**config.mk**
```make
export PLATFORM = sky130hd
export DESIGN_NAME = neuron_mac_lanes
export DESIGN_NICKNAME = d
export VERILOG_FILES = /design/src/rtl/neuron_mac_lanes.sv
export SDC_FILE = /design/constraint.sdc
export NUM_CORES = 2
export LEC_CHECK = 0
export CAP_MARGIN = 40
export CORE_ASPECT_RATIO = 0.7
export CORE_MARGIN = 4
export CORE_UTILIZATION = 48
export CTS_CLUSTER_DIAMETER = 200
export CTS_CLUSTER_SIZE = 24
export DETAILED_ROUTE_END_ITERATION = 8
export DONT_BUFFER_PORTS = 1
export MAX_ROUTING_LAYER = met4
export PLACE_DENSITY_LB_ADDON = 0.25
export SYNTH_ARGS = -nofsm -noshare
export SYNTH_HDL_FRONTEND = slang
export SYNTH_SLANG_ARGS = --single-unit
```
**constraint.sdc**
```tcl
create_clock -name clk -period 16.55 [get_ports clk]
set_input_delay 3.31 -clock clk [delete_from_list [all_inputs] [get_ports clk]]
set_output_delay 3.31 -clock clk [all_outputs]
set_load 0.005 [all_outputs]
```
**src/rtl/neuron_mac_lanes.sv**
```systemverilog
// Multi-lane sequential MAC neuron: dot product + bias, fixed-point rescale, optional ReLU, saturation.
// Latency: job accepted at edge E, valid_out rises after edge E+N+1, N = ceil(INPUT_WIDTH/LANES).
// Backpressure: ready_in only in IDLE; result held in DONE with valid_out high until ready_out.
module neuron_mac_lanes #(
  parameter int INPUT_WIDTH = 8,
  parameter int DATA_WIDTH  = 16,
  parameter int ACC_WIDTH   = 48,
  parameter int LANES       = 1,
  parameter int FRAC_BITS   = 0
) (
  input  logic                         clk,
  input  logic                         rst,
  input  logic signed [DATA_WIDTH-1:0] a_in [INPUT_WIDTH],
  input  logic signed [DATA_WIDTH-1:0] w_in [INPUT_WIDTH],
  input  logic signed [DATA_WIDTH-1:0] bias,
  input  logic                         relu_en,
  input  logic                         valid_in,
  output logic                         ready_in,
  output logic                         valid_out,
  input  logic                         ready_out,
  output logic signed [DATA_WIDTH-1:0] a_out,
  output logic                         sat_flag
);

  localparam int N     = (INPUT_WIDTH + LANES - 1) / LANES;
  // Operand registers are padded to a whole number of lane groups so the
  // shifted-in zeros make out-of-range lanes contribute nothing.
  localparam int NL    = N * LANES;
  localparam int IDX_W = $clog2(NL + 1);

  localparam logic signed [DATA_WIDTH-1:0] DMAX = {1'b0, {(DATA_WIDTH-1){1'b1}}};
  localparam logic signed [DATA_WIDTH-1:0] DMIN = {1'b1, {(DATA_WIDTH-1){1'b0}}};
  localparam logic signed [ACC_WIDTH-1:0]  AMAX = ACC_WIDTH'(DMAX);
  localparam logic signed [ACC_WIDTH-1:0]  AMIN = ACC_WIDTH'(DMIN);

  typedef enum logic [1:0] {IDLE, MAC, BIAS, DONE} state_t;

  state_t                         state, state_nxt;
  logic signed [DATA_WIDTH-1:0]   a_r [NL];
  logic signed [DATA_WIDTH-1:0]   w_r [NL];
  logic signed [DATA_WIDTH-1:0]   bias_r;
  logic                           relu_r;
  logic signed [ACC_WIDTH-1:0]    acc;
  logic        [IDX_W-1:0]        idx;

  logic                           accept;
  logic                           last_step;
  logic signed [2*DATA_WIDTH-1:0] prod;
  logic signed [ACC_WIDTH-1:0]    lane_sum;
  logic signed [ACC_WIDTH-1:0]    s_sum;
  logic signed [ACC_WIDTH-1:0]    r_val;
  logic signed [DATA_WIDTH-1:0]   a_nxt;
  logic                           sat_nxt;

  assign ready_in  = (state == IDLE) && !rst;
  assign accept    = valid_in && ready_in;
  assign last_step = (int'(idx) + LANES >= INPUT_WIDTH);

  // State register.
  always_ff @(posedge clk or posedge rst) begin
    if (rst) state <= IDLE;
    else     state <= state_nxt;
  end

  // Next-state logic.
  always_comb begin
    state_nxt = state;
    case (state)
      IDLE: if (accept)    state_nxt = MAC;
      MAC:  if (last_step) state_nxt = BIAS;
      BIAS:                state_nxt = DONE;
      DONE: if (ready_out) state_nxt = IDLE;
      default:             state_nxt = IDLE;
    endcase
  end

  // Sum of the LANES products at the head of the operand shift registers.
  always_comb begin
    prod     = '0;
    lane_sum = '0;
    for (int k = 0; k < LANES; k++) begin
      prod     = a_r[k] * w_r[k];
      lane_sum = lane_sum + ACC_WIDTH'(prod);
    end
  end

  // Output stage: bias alignment, floor rescale, ReLU, clamp to DATA_WIDTH.
  always_comb begin
    s_sum = acc + (ACC_WIDTH'(bias_r) <<< FRAC_BITS);
    r_val = s_sum >>> FRAC_BITS;
    if (relu_r && (r_val < 0)) r_val = '0;
    a_nxt   = r_val[DATA_WIDTH-1:0];
    sat_nxt = 1'b0;
    if (r_val > AMAX) begin
      a_nxt   = DMAX;
      sat_nxt = 1'b1;
    end else if (r_val < AMIN) begin
      a_nxt   = DMIN;
      sat_nxt = 1'b1;
    end
  end

  // Datapath: capture job, accumulate lane groups, register the result.
  always_ff @(posedge clk or posedge rst) begin
    if (rst) begin
      acc       <= '0;
      idx       <= '0;
      bias_r    <= '0;
      relu_r    <= 1'b0;
      a_out     <= '0;
      sat_flag  <= 1'b0;
      valid_out <= 1'b0;
      for (int i = 0; i < NL; i++) begin
        a_r[i] <= '0;
        w_r[i] <= '0;
      end
    end else begin
      case (state)
        IDLE: if (accept) begin
          for (int i = 0; i < INPUT_WIDTH; i++) begin
            a_r[i] <= a_in[i];
            w_r[i] <= w_in[i];
          end
          for (int i = INPUT_WIDTH; i < NL; i++) begin
            a_r[i] <= '0;
            w_r[i] <= '0;
          end
          bias_r <= bias;
          relu_r <= relu_en;
          acc    <= '0;
          idx    <= '0;
        end
        MAC: begin
          acc <= acc + lane_sum;
          idx <= idx + IDX_W'(LANES);
          for (int i = 0; i < NL - LANES; i++) begin
            a_r[i] <= a_r[i+LANES];
            w_r[i] <= w_r[i+LANES];
          end
          for (int i = NL - LANES; i < NL; i++) begin
            a_r[i] <= '0;
            w_r[i] <= '0;
          end
        end
        BIAS: begin
          a_out     <= a_nxt;
          sat_flag  <= sat_nxt;
          valid_out <= 1'b1;
        end
        DONE: if (ready_out) valid_out <= 1'b0;
        default: ;
      endcase
    end
  end

endmodule
```
Yosys cells after proc, flatten, opt, wreduce, memory -nomap -nowiden
Cells that the tools add are included.
{"block": "totals", "input_bits": 277, "output_inout_bits": 19, "reg_bits": 345, "word_cells": 69}
{"block": "op_classes", "magnitude_cmp": 4, "add_sub_neg": 4, "reduce_logical": 11, "eq_ne": 6, "muxes": 19, "n_mul": 1}
{"cell": "$pmux W128 S2", "count": 2}
{"cell": "$mux W128", "count": 2}
{"cell": "$mux W48", "count": 2}
{"cell": "$pmux W48 S2", "count": 1}
{"cell": "$add A48 B16 Y48", "count": 1}
{"cell": "$add A48 B32 Y48", "count": 1}
{"cell": "$gt A48 B16 Y1 const B", "count": 1}
{"cell": "$lt A48 B1 Y1 const B", "count": 1}
{"cell": "$lt A48 B16 Y1 const B", "count": 1}
{"cell": "$mul A16 B16 Y32", "count": 1}
{"cell": "$mux W16", "count": 2}
{"cell": "$pmux W2 S4", "count": 1}
{"cell": "$pmux W4 S2", "count": 1}
{"cell": "$mux W2", "count": 3}
{"cell": "$ne A2 B2 Y1 const B", "count": 3}
{"cell": "$reduce_and A2 Y1", "count": 3}
{"cell": "$add A4 B1 Y5 const B", "count": 1}
{"cell": "$ge A5 B4 Y1 const B", "count": 1}
{"cell": "$add A4 B1 Y4 const B", "count": 1}
{"cell": "$eq A2 B2 Y1 const B", "count": 2}
{"cell": "$mux W4", "count": 1}
{"cell": "$reduce_bool A2 Y1", "count": 2}
{"cell": "$logic_and A1 B1 Y1", "count": 3}
{"cell": "$mux W1", "count": 3}
{"cell": "other kinds (5)", "count": 5}

Longest topological paths before layout
{"block": "logic_depth", "ltp_word": 7, "ltp_mapped": 26, "depth_no_buf": 26}

Worst setup path before layout
OpenSTA, ideal clock, no wires.
{"block": "synth_path", "kind": "input to output", "start": "input rst", "end": "output ready_in", "n_path_buf": 0, "arrival_ns": 3.486, "required_ns": 13.240, "setup_slack_ns": 9.754, "path_stages": 1, "path_cell_list": "nor2b_1"}
{"block": "synth_via", "elab_chain_cells": 2}
{"element": "start, declared", "line": "12", "text": "input logic rst,"}
{"element": "$logic_not A1 Y1 (no line)"}
{"element": "$logic_and A1 B1 Y1", "line": "55", "text": "assign ready_in = (state == IDLE) && !rst;"}
{"element": "end, declared", "line": "18", "text": "output logic ready_in,"}
Every way passes these cells.

Worst setup path after layout
{"block": "layout_path", "start": "register w_r[113] (netlist bit)", "end": "register acc[40]"}
{"block": "layout_via", "elab_chain_cells": 3}
{"element": "start, declared", "line": "40", "text": "logic signed [DATA_WIDTH-1:0] w_r [NL];"}
{"element": "start signal, assigned by index", "line": "122", "text": "w_r[i] <= w_in[i];"}
{"element": "start signal, assigned by index", "line": "138", "text": "w_r[i] <= w_r[i+LANES];"}
{"element": "$mul A16 B16 Y32", "line": "82", "text": "prod = a_r[k] * w_r[k];"}
{"element": "$add A48 B32 Y48", "line": "134", "text": "acc <= acc + lane_sum;"}
{"element": "$pmux W48 S2", "line": "118", "text": "case (state)"}
{"element": "end signal, assigned", "line": "134"}
{"element": "end, declared", "line": "43", "text": "logic signed [ACC_WIDTH-1:0] acc;"}
Every way passes these cells.
A chain may end at the register's enable or synchronous reset.

==> results.py <==
metrics = {
    "status": {
        "status": "complete, no violations",
    },
    "finish": {
        "area_growth_pct": 4.268,
        "final_core_util_pct": 50.72,
        "final_layout_size_suffix_gt1_share_pct": 3.245,
        "final_nets": 4030,
        "fin_cells": 4087,
    },
    "synthesis": {
        "syn_nets": 4146,
        "avgSynthCellArea_um2": 9.535,
        "synth_cell_types": 81,
        "synth_area_leaders": "dfrtp_1 (27%), fa_1 (23%), ha_1 (7.3%), mux2i_1 (7.2%), inv_1 (5.5%)",
        "yosys.area.top_type": "dfrtp_1",
        "ys_seq_area_share_pct": 27.26,
        "synth-edff-count": 0,
        "synthCells": 3321,
        "ys.flop_type": "dfrtp_1",
        "yosysWarnings": 0,
        "synth_top_area_share_pct": 27.26,
        "synth-seq-cells": 345,
        "syn_area_um2": 31670,
        "ys_async_sr_fraction_pct": 100.0,
    },
    "route": {
        "vias_per_cell": 5.521,
        "firstDrtPassIters": 8,
        "dr_total_vias": 22570,
        "ant_nets": 0,
        "drt_iter0_drc": 1790,
        "post-route-drc-count": 0,
        "totalWireLength_mm": 78.18,
        "wl_per_cell_um": 19.13,
    },
    "placement": {
        "place_congestion": 0.9860,
        "place_hpwl_mm": 63.75,
        "port_buffers": 0,
        "dpl.cell_count": 4064,
    },
    "sta": {
        "rsz0062_at_grt": "false",
        "holdWs_ps": 484.6,
        "max_freq_mhz": 130.9,
        "post-route-period-util_pct": 46.15,
        "fin_worst_skew_ps": 30.08,
        "fin_tns_setup_ps": 0,
        "timing.final.hold_violations": 0,
        "relSlewSlack_pct": 27.92,
        "finalSetupViolCount": 0,
        "worstMarginPinSlew_ps": 1081,
        "layout_min_cycle_time_ps": 7637,
        "drv_slew": 0,
    },
    "setup_path": {
        "cp_slowest_stage_delay_ps": 880,
        "ff2ff_path_depth": 21,
        "path_class": "flip-flop to flip-flop",
        "path_max_fanout": 17,
        "cp_common_cell": "fa_1",
        "cp.arrival_ps": 8070,
        "cp.required_ps": 16980,
        "crit_path_cell_trace": "nand2_1 -> inv_1 -> fa_1 -> inv_1 -> fa_1 -> fa_1 -> fa_1 -> inv_1 -> fa_1 -> inv_1 -> fa_1 -> inv_1 -> ha_1 -> o21ai_0 -> o2bb2ai_1 -> a211oi_1 -> o211ai_1 -> a21boi_0 -> o21ai_0 -> a21o_1 -> a32o_1",
        "end_kind": "flip-flop",
        "worst_path_max_delay_cell": "fa_1",
        "cp-start-kind": "flip-flop",
    },
    "global_routing": {
        "grt_max_degree": 261,
        "antenna_found_initial": 3,
        "grt-ovfl-total": 0,
        "grt_pass1_vias": 22900,
        "grt.total_usage_pct": 23.04,
        "grt_pass1_wl_mm": 126.7,
    },
    "floorplanning": {
        "die_w_um": 315.0,
        "rows": 78,
        "start_util_pct": 48.64,
        "pin_count": 296,
        "die_area_um2": 70210,
        "fp.dieH_um": 222.9,
        "core_um2": 65090,
    },
    "clock_network": {
        "cts_setup_buffers": 0,
        "cts_buffers": 18,
        "path_clk_slew_ps": 100,
        "cts_tree": "yes",
        "cts_root_buf": "clkbuf_16",
        "clkLatencyLatePin_ps": 550,
        "clockBufferDepth": 3,
        "cts.sinks": 345,
        "hold_buffers": 0,
        "htreeDepth": 1,
        "cts.repair.resized": 0,
    },
    "hold_path": {
        "hold_path_depth": 2,
        "hold_path_class": "flip-flop to flip-flop",
    },
    "flow_run": {
        "maxCapViolCount": 0,
    },
}
==> Yosys cell counts (all sizes together) (3+ instances only) <==
| cell type | count |
|---|---|
| o21bai | 11 |
| a21boi | 6 |
| inv | 467 |
| o21a | 17 |
| a21oi | 98 |
| or3 | 5 |
| fa | 363 |
| nor2 | 95 |
| nand2 | 451 |
| buf | 23 |
| o2111ai | 5 |
| o211a | 3 |
| nand4 | 23 |
| a31oi | 7 |
| and4 | 6 |
| nor2b | 15 |
| o22ai | 17 |
| or2 | 3 |
| ha | 185 |
| nor3 | 13 |
| xor2 | 40 |
| nand3 | 22 |
| a221o | 3 |
| a22o | 45 |
| xnor2 | 44 |
| mux2i | 228 |
| and2 | 129 |
| nand2b | 11 |
| dfrtp | 345 |
| o31ai | 11 |
| a221oi | 4 |
| a21o | 36 |
| o211ai | 16 |
| a211o | 4 |
| o21ai | 333 |
| clkbuf | 140 |
| a31o | 6 |
| a211oi | 15 |
| a2111oi | 8 |
| nor4 | 5 |
| and3 | 15 |
| mux2 | 19 |
==> placed cells by master, fill, tap and decap left out, types with 21 or more instances in the layout <==
cell and instances:
a21o_1 36, a21oi_1 96, a22o_1 45, and2_1 129, dfrtp_1 345, fa_1 363
ha_1 184, inv_1 466, mux2i_1 228, nand2_1 450, nand3_1 21, nand4_1 23
nor2_1 94, o21ai_0 328, xnor2_1 44, xor2_1 40
==> area by class of cell <==
type	count	area [µm²]
sequential	345	8633
clock buffer	19	475.5
tap	880	1101
fill	5959	32080
inverter	467	1760
antenna	2	5.005
clock inverter	1	16.27
timing repair buffer	27	361.6
multi-input combinational	2346	20660
==> final timing paths <==
path / start / slack [ps] / end
max: w_r[113]$_DFFE_PP0P_ / 8910 / acc[40]$_DFFE_PP0P_
min: w_r[66]$_DFFE_PP0P_ / 480 / w_r[66]$_DFFE_PP0P_
max reg2reg: w_r[113]$_DFFE_PP0P_ / 8910 / acc[40]$_DFFE_PP0P_
min reg2reg: w_r[66]$_DFFE_PP0P_ / 480 / w_r[66]$_DFFE_PP0P_
max in group asynchronous: rst / 11880 / w_r[117]$_DFFE_PP0P_
min in group asynchronous: rst / 2640 / valid_out$_DFFE_PP0P_
==> layer usage <==
layer,part of all wire [%],track usage [%]
met1,48,34.11
met2,46,34.83
met3,4.5,2.721
met4,1.8,3.823
met5,0,-
==> through the flow <==
step / cell area (µm²) / setup slack (ps)
floorplan: 31670 / 3675
global placement: 32300 / 9027
detailed placement: 32510 / 8829
CTS: 33000 / 8760
global route: 33020 / 8339
finish: 33020 / 8913
==> cell families after synthesis <==
group / Yosys count / synth area share, %
AOI/OAI and AO/OA: 665 / 13.16
xor gates and xnor gates: 84 / 2.323
adders and majority gates: 548 / 30.26
buffers and inverters: 630 / 7.563
DFF: 345 / 27.26
muxes: 247 / 7.883
and+or+nand+nor: 802 / 11.55
==> critical path, delay by kind of cell (launching register included) <==
| family | cells | cell delay [ps] |
|---|---|---|
| compound gates | 8 | 1640 |
| simple gates | 1 | 260 |
| fa+ha+maj | 7 | 4350 |
| buf+inv | 5 | 630 |
| flops | 1 | 610 |
==> flip-flops by register name (all words and copies together) (netlist names) <==
signal and flops:
idx 4, state 2, relu_r 1, valid_out 1, w_r 128, acc 48
a_r 128, sat_flag 1, a_out 16, bias_r 16
Power is left out: the tool's default activity adds up to more than one toggle a clock period on the data nets, which glitch-free logic cannot reach.
